<file path="src/rtl/ps2_host_tx.sv">
// ps2_host_tx: PS/2 host-to-device transmitter on a 4-register AVR I/O window.
// Drives PS2Clk/PS2Data open-drain via output enables (1 = pull low).
// Optional feature macro: PS2TX_IRQ_EN (IE bit and transfer-complete irq).
module ps2_host_tx #(
    parameter int INHIBIT_CYCLES = 1250,
    parameter int TIMEOUT_CYCLES = 187500
) (
    input  logic       clk,
    input  logic       rst,
    input  logic       io_re,
    input  logic       io_we,
    input  logic [1:0] io_a,
    input  logic [7:0] io_din,
    output logic [7:0] io_dout,
    input  logic       ps2_clk_in,
    input  logic       ps2_data_in,
    output logic       ps2_clk_oe,
    output logic       ps2_data_oe,
    output logic       irq
);

    typedef enum logic [2:0] {S_IDLE, S_INHIBIT, S_XFER, S_ACK, S_RELEASE} state_t;

    state_t      r_state, w_state_nxt;
    logic        r_clk_s1, r_clk_s2, r_clk_prev, r_dat_s1, r_dat_s2;
    logic [7:0]  r_data;
    logic        r_par, r_dbit;
    logic [3:0]  r_cnt;
    logic [17:0] r_tmr;
    logic        r_done, r_nack, r_tout;

    logic w_fall, w_accept, w_rd_stat, w_wr_stat, w_busy, w_inh_last, w_tmo;
    logic w_dbit_nxt, w_set_nack, w_set_done, w_set_tout, w_ie;

    assign w_fall     = r_clk_prev & ~r_clk_s2;
    assign w_busy     = (r_state != S_IDLE);
    assign w_accept   = io_we && (io_a == 2'd0) && !w_busy;
    assign w_rd_stat  = io_re && (io_a == 2'd1);
    assign w_wr_stat  = io_we && (io_a == 2'd1);
    assign w_inh_last = (r_state == S_INHIBIT) && (r_tmr == 18'(INHIBIT_CYCLES - 1));
    assign w_tmo      = (r_tmr == 18'(TIMEOUT_CYCLES - 1));

    // Two-stage synchronizers plus previous clock level for falling-edge detect
    always_ff @(posedge clk) begin
        if (rst) begin
            r_clk_s1   <= 1'b1;
            r_clk_s2   <= 1'b1;
            r_clk_prev <= 1'b1;
            r_dat_s1   <= 1'b1;
            r_dat_s2   <= 1'b1;
        end else begin
            r_clk_s1   <= ps2_clk_in;
            r_clk_s2   <= r_clk_s1;
            r_clk_prev <= r_clk_s2;
            r_dat_s1   <= ps2_data_in;
            r_dat_s2   <= r_dat_s1;
        end
    end

    // Next-state and per-edge bit selection
    always_comb begin
        w_state_nxt = r_state;
        w_dbit_nxt  = r_dbit;
        w_set_nack  = 1'b0;
        w_set_done  = 1'b0;
        w_set_tout  = 1'b0;
        case (r_state)
            S_IDLE: if (w_accept) w_state_nxt = S_INHIBIT;
            S_INHIBIT: begin
                w_dbit_nxt = 1'b1;                 // start bit held into XFER
                if (w_inh_last) w_state_nxt = S_XFER;
            end
            S_XFER: begin
                if (w_tmo) begin
                    w_state_nxt = S_IDLE;
                    w_set_tout  = 1'b1;
                    w_set_done  = 1'b1;
                end else if (w_fall) begin
                    case (r_cnt)
                        4'd0, 4'd1, 4'd2, 4'd3,
                        4'd4, 4'd5, 4'd6, 4'd7: w_dbit_nxt = ~r_data[r_cnt[2:0]];
                        4'd8:                   w_dbit_nxt = ~r_par;
                        4'd9:                   w_dbit_nxt = 1'b0;   // stop: release line
                        default:                w_state_nxt = S_ACK; // edge 11
                    endcase
                end
            end
            S_ACK: begin
                w_set_nack  = r_dat_s2;
                w_state_nxt = S_RELEASE;
            end
            S_RELEASE: begin
                if (w_tmo) begin
                    w_state_nxt = S_IDLE;
                    w_set_tout  = 1'b1;
                    w_set_done  = 1'b1;
                end else if (r_clk_s2 && r_dat_s2) begin
                    w_state_nxt = S_IDLE;
                    w_set_done  = 1'b1;
                end
            end
            default: w_state_nxt = S_IDLE;
        endcase
    end

    // State, edge counter, event timer and shift data
    always_ff @(posedge clk) begin
        if (rst) begin
            r_state <= S_IDLE;
            r_cnt   <= 4'd0;
            r_tmr   <= 18'd0;
            r_dbit  <= 1'b0;
            r_data  <= 8'h00;
            r_par   <= 1'b0;
        end else begin
            r_state <= w_state_nxt;
            r_dbit  <= w_dbit_nxt;
            if (w_accept) begin
                r_data <= io_din;
                r_par  <= ~^io_din;
            end
            if (r_state != S_XFER)
                r_cnt <= 4'd0;
            else if (w_fall)
                r_cnt <= r_cnt + 4'd1;
            // The clock we pull low during INHIBIT looks like a fall; don't let it restart the count
            if (r_state == S_IDLE || w_state_nxt != r_state || (w_fall && r_state != S_INHIBIT))
                r_tmr <= 18'd0;
            else
                r_tmr <= r_tmr + 18'd1;
        end
    end

    // Status flags: read/accept clears first so a same-cycle set wins
    always_ff @(posedge clk) begin
        if (rst) begin
            r_done <= 1'b0;
            r_nack <= 1'b0;
            r_tout <= 1'b0;
        end else begin
            if (w_rd_stat || w_accept) begin
                r_done <= 1'b0;
                r_nack <= 1'b0;
                r_tout <= 1'b0;
            end
            if (w_set_done) r_done <= 1'b1;
            if (w_set_nack) r_nack <= 1'b1;
            if (w_set_tout) r_tout <= 1'b1;
        end
    end

`ifdef PS2TX_IRQ_EN
    logic r_ie, r_irq;

    // Interrupt enable and registered completion interrupt
    always_ff @(posedge clk) begin
        if (rst) begin
            r_ie  <= 1'b0;
            r_irq <= 1'b0;
        end else begin
            if (w_wr_stat) r_ie <= io_din[7];
            r_irq <= r_ie & r_done;
        end
    end
    assign w_ie = r_ie;
    assign irq  = r_irq;
`else
    logic w_unused;
    assign w_unused = w_wr_stat;
    assign w_ie     = 1'b0;
    assign irq      = 1'b0;
`endif

    assign ps2_clk_oe  = (r_state == S_INHIBIT);
    assign ps2_data_oe = w_inh_last | ((r_state == S_XFER) & r_dbit);

    // Read mux, zero when not reading
    always_comb begin
        io_dout = 8'h00;
        if (io_re) begin
            case (io_a)
                2'd0:    io_dout = r_data;
                2'd1:    io_dout = {w_ie, 3'b000, r_tout, r_nack, r_done, w_busy};
                default: io_dout = 8'h00;
            endcase
        end
    end

endmodule

</file>
<file path="config.mk">
export PLATFORM = sky130hd
export DESIGN_NAME = ps2_host_tx
export DESIGN_NICKNAME = d
export VERILOG_FILES = /design/src/rtl/ps2_host_tx.sv
export SDC_FILE = /design/constraint.sdc
export NUM_CORES = 1
export LEC_CHECK = 0
export ABC_AREA = 0
export CAP_MARGIN = 20
export CORE_ASPECT_RATIO = 1.5
export CORE_MARGIN = 2
export CORE_UTILIZATION = 59
export DETAILED_ROUTE_END_ITERATION = 6
export PLACE_DENSITY_LB_ADDON = 0.08
export SETUP_SLACK_MARGIN = 0.4
export SYNTH_ARGS = -nofsm -noshare
export SYNTH_HDL_FRONTEND = slang
export SYNTH_SLANG_ARGS = --single-unit
</file>
<file path="constraint.sdc">
create_clock -name clk -period 4.95 [get_ports clk]
set_clock_uncertainty 0.1 [all_clocks]
set_input_delay 0.99 -clock clk [delete_from_list [all_inputs] [get_ports clk]]
set_output_delay 0.99 -clock clk [all_outputs]
set_load 0.01 [all_outputs]
</file>
==> results.py <==
metrics = {
    "detailed_routing": {
        "drc": 0,
        "iter_0_drt_violations": 45,
        "vias": 1759,
        "detail_route.wirelength_um": 4280,
        "post_drt_via_cell_ratio": 5.53,
        "detail_route.first_pass.iterations": 4,
        "wire_length_per_cell_um": 13.5,
        "drt.antenna.violating_nets": 0,
    },
    "clocking": {
        "cts.htree.levels": 2,
        "clockBufferDepth": 2,
        "cts_inserted_buffers": 5,
        "clock_insertion_delay_worst_skew_ns": 0.30,
        "cts_num_sinks": 43,
        "cts_post_setup_buffers_inserted": 0,
        "cts_tree": "built",
        "cts_root_buffer": "clkbuf_8",
        "clk_pin_slew_worst_paths_ns": 0.08,
        "ctsHoldBuffers": 0,
        "cts_repair_resize_count": 0,
    },
    "global_routing": {
        "vias_in_the_first_global_route": 1603,
        "gr-total-overflow": 0,
        "antenna_found_initial": 0,
        "wire_length_of_the_first_global_routing_pass_um": 6940,
        "grt_start_max_net_pins": 23,
        "global_route.usage.total_pct": 22.5,
    },
    "synthesis": {
        "synth_seq_cells": 43,
        "post_synth_most_frequent_cells": "nor2_1, dfxtp_1, xnor2_1",
        "ys_dominant_reg_cell": "dfxtp_1",
        "post_synth_instance_area_mm2": 0.00218,
        "synth_async_sr_flop_share_pct": 0,
        "netlist_instances": 253,
        "most_common_cell_in_the_synthesized_netlist": "nor2_1",
        "syn-mean-instance-area_um2": 8.63,
        "netlist-cell-type-count": 42,
        "post-synth-top-area-fraction_pct": 39.4,
        "synth_top_cells_by_area": "dfxtp_1, nor2_1, xnor2_1",
        "synth_warnings": 0,
        "synth_top_area_cell": "dfxtp_1",
        "syn-num-nets": 275,
        "synth_enable_flop_cells": 0,
        "yosysSeqAreaShare_pct": 39.4,
    },
    "critical_path": {
        "cp_data_arrival_time_ns": 2.55,
        "timing.critical_path.slowest_cell_delay_ns": 0.53,
        "path_buf_inv": 2,
        "endpoint_kind": "output pin",
        "critical-path-slowest-cell": "clkdlybuf4s50_1",
        "cp_max_fo": 6,
        "cpMostUsedCell": "clkdlybuf4s50_1",
        "start_kind": "primary input",
        "crit_path_cell_trace": "clkdlybuf4s50_1 -> nand2b_1 -> nor2_1 -> and2_1 -> clkdlybuf4s50_1",
        "critical-path-top-delay-family": "buffers and inverters",
        "critical_path_required_ns": 3.86,
        "critical_path_class": "primary input to output pin",
    },
    "power_and_ir_drop": {
        "power-per-cell-area_mw_per_mm2": 284,
        "worst_ir_drop_vdd_v": 0.000269,
        "power.static_leakage_nw": 0.960,
    },
    "floorplanning": {
        "floorplan.initialDensity_pct": 60.4,
        "die_h_um": 78.5,
        "die_span_x_um": 53.7,
        "floorplan.io_pins": 27,
        "area_enclosed_by_the_die_boundary_mm2": 0.00421,
        "std_cell_rows": 27,
        "coreArea_mm2": 0.00361,
    },
    "timing": {
        "clock.fmax_mhz": 275,
        "timing.setup.tns_ns": 0,
        "post-route-min-period_ns": 3.64,
        "finalCritPeriodShare_pct": 73.6,
        "setup_viol_count_final": 0,
        "report.final.slew_viol_count": 0,
        "final-hold-violation-count": 0,
        "max_slew_margin_pct": 40.9,
        "rsz0062_at_grt": "no",
        "worstMarginPinSlew_ns": 0.885,
    },
    "placed_design": {
        "place_congestion": 0.814,
        "portBuffers": 25,
        "hpwlAfterDp_um": 3180,
        "post_dp_cell_area_mm2": 0.00243,
    },
    "run_status": {
        "status": "finished clean",
    },
    "job": {
        "cap_violations": 0,
    },
    "cells_and_area": {
        "nets": 296,
        "fillerInstances": 279,
        "fin_area_mm2": 0.00257,
        "antenna_cells": 0,
        "drive_above_1_share_pct": 4.73,
        "synthToLayoutAreaGrowth_pct": 17.6,
    },
    "min_path": {
        "kind_of_path_behind_the_tightest_hold_check": "flip-flop to flip-flop",
    },
}
## state kept, by name, indices dropped and copies added, names as in the netlist
name        cells
r_tmr          18
r_data          8
r_cnt           4
r_state         3
r_clk_prev      1
r_clk_s1        1
r_clk_s2        1
r_dat_s1        1
r_dat_s2        1
r_dbit          1
r_done          1
r_nack          1
r_par           1
r_tout          1
## cells in the final DEF, fill, tap and decap left out, drive strengths merged, types with 3 or more instances in the layout
master / synthesis / layout
nor2: 50 / 50
dfxtp: 43 / 43
clkdlybuf4s50: 0 / 25
xnor2: 18 / 18
nand2: 15 / 15
mux2i: 13 / 13
inv: 10 / 10
nand3: 10 / 10
a21oi: 8 / 8
xor2: 8 / 8
nor2b: 7 / 7
ha: 6 / 6
clkbuf: 6 / 6
and2: 5 / 5
and3: 5 / 5
nand4: 5 / 5
or2: 5 / 5
nor4: 3 / 3
## cell type report
cell class / instances / area, um2 / area share (%)
clock buffers: 6 / 72.6 / 2.83
well taps: 43 / 53.8 / 2.10
multi-input cells: 189 / 1230 / 48.0
repair buffers: 25 / 250 / 9.75
clock inverters: 2 / 60.1 / 2.34
inverters: 10 / 37.5 / 1.46
flip-flops and latches: 43 / 861 / 33.5
## power breakdown
part	total, mW	internal (mW)	leakage (nW)	switching [mW]
Sequential	0.356	0.351	0.348	0.00465
Combinational	0.0534	0.0289	0.546	0.0245
Clock	0.319	0.202	0.0654	0.118
## path summary, 6_finish.rpt
path	start	endpoint	slack [ns]	cells past startpoint
hold / removal	r_clk_s1$_SDFF_PP1_	r_clk_s2$_SDFF_PP1_	0.31	1
setup reg to reg	r_tmr[0]$_SDFF_PP0_	r_tmr[3]$_SDFF_PP0_	2.58	6
hold reg to reg	r_clk_s1$_SDFF_PP1_	r_clk_s2$_SDFF_PP1_	0.31	1
setup / recovery	io_a[1]	io_dout[4]	1.31	5
## metrics by stage
stage / util, % / power (mW) / worst slack [ns] / std cells / hold slack (ns)
global route: 71.0 / 0.755 / 1.16 / 318 / 0.316
CTS: 71.0 / 0.735 / 1.30 / 318 / 0.316
floorplan: - / 0.397 / 2.19 / 253 / 0.289
global placement: 67.4 / 0.417 / 1.36 / 310 / 0.293
finish: 71.0 / 0.729 / 1.31 / 318 / 0.309
detailed placement: 67.4 / 0.418 / 1.31 / 310 / 0.299
## logic make-up (layout without fill, tap and decap cells)
kind of cell / after synthesis / after routing / synth area share, %
XOR/XNOR: 26 / 26 / 10.4
other: 1 / 1 / 0.172
multiplexers: 15 / 15 / 8.37
adder cells (fa/ha/maj): 6 / 6 / 3.44
AND/OR/NAND/NOR: 117 / 117 / 26.2
buffers and inverters: 21 / 43 / 4.13
AO/OA/AOI/OAI: 24 / 24 / 7.85
flip-flops: 43 / 43 / 39.4
## layer usage
layer | track usage [%] | share of wire (%) | up-vias
li1 | - | - | 899
met1 | 24.2 | 41 | 827
met2 | 39.5 | 54 | 28
met3 | 5.70 | 3.0 | 5
met4 | 9.23 | 1.7 | 0
met5 | 0 | 0 | -
Power figures use the tool's default switching activity.
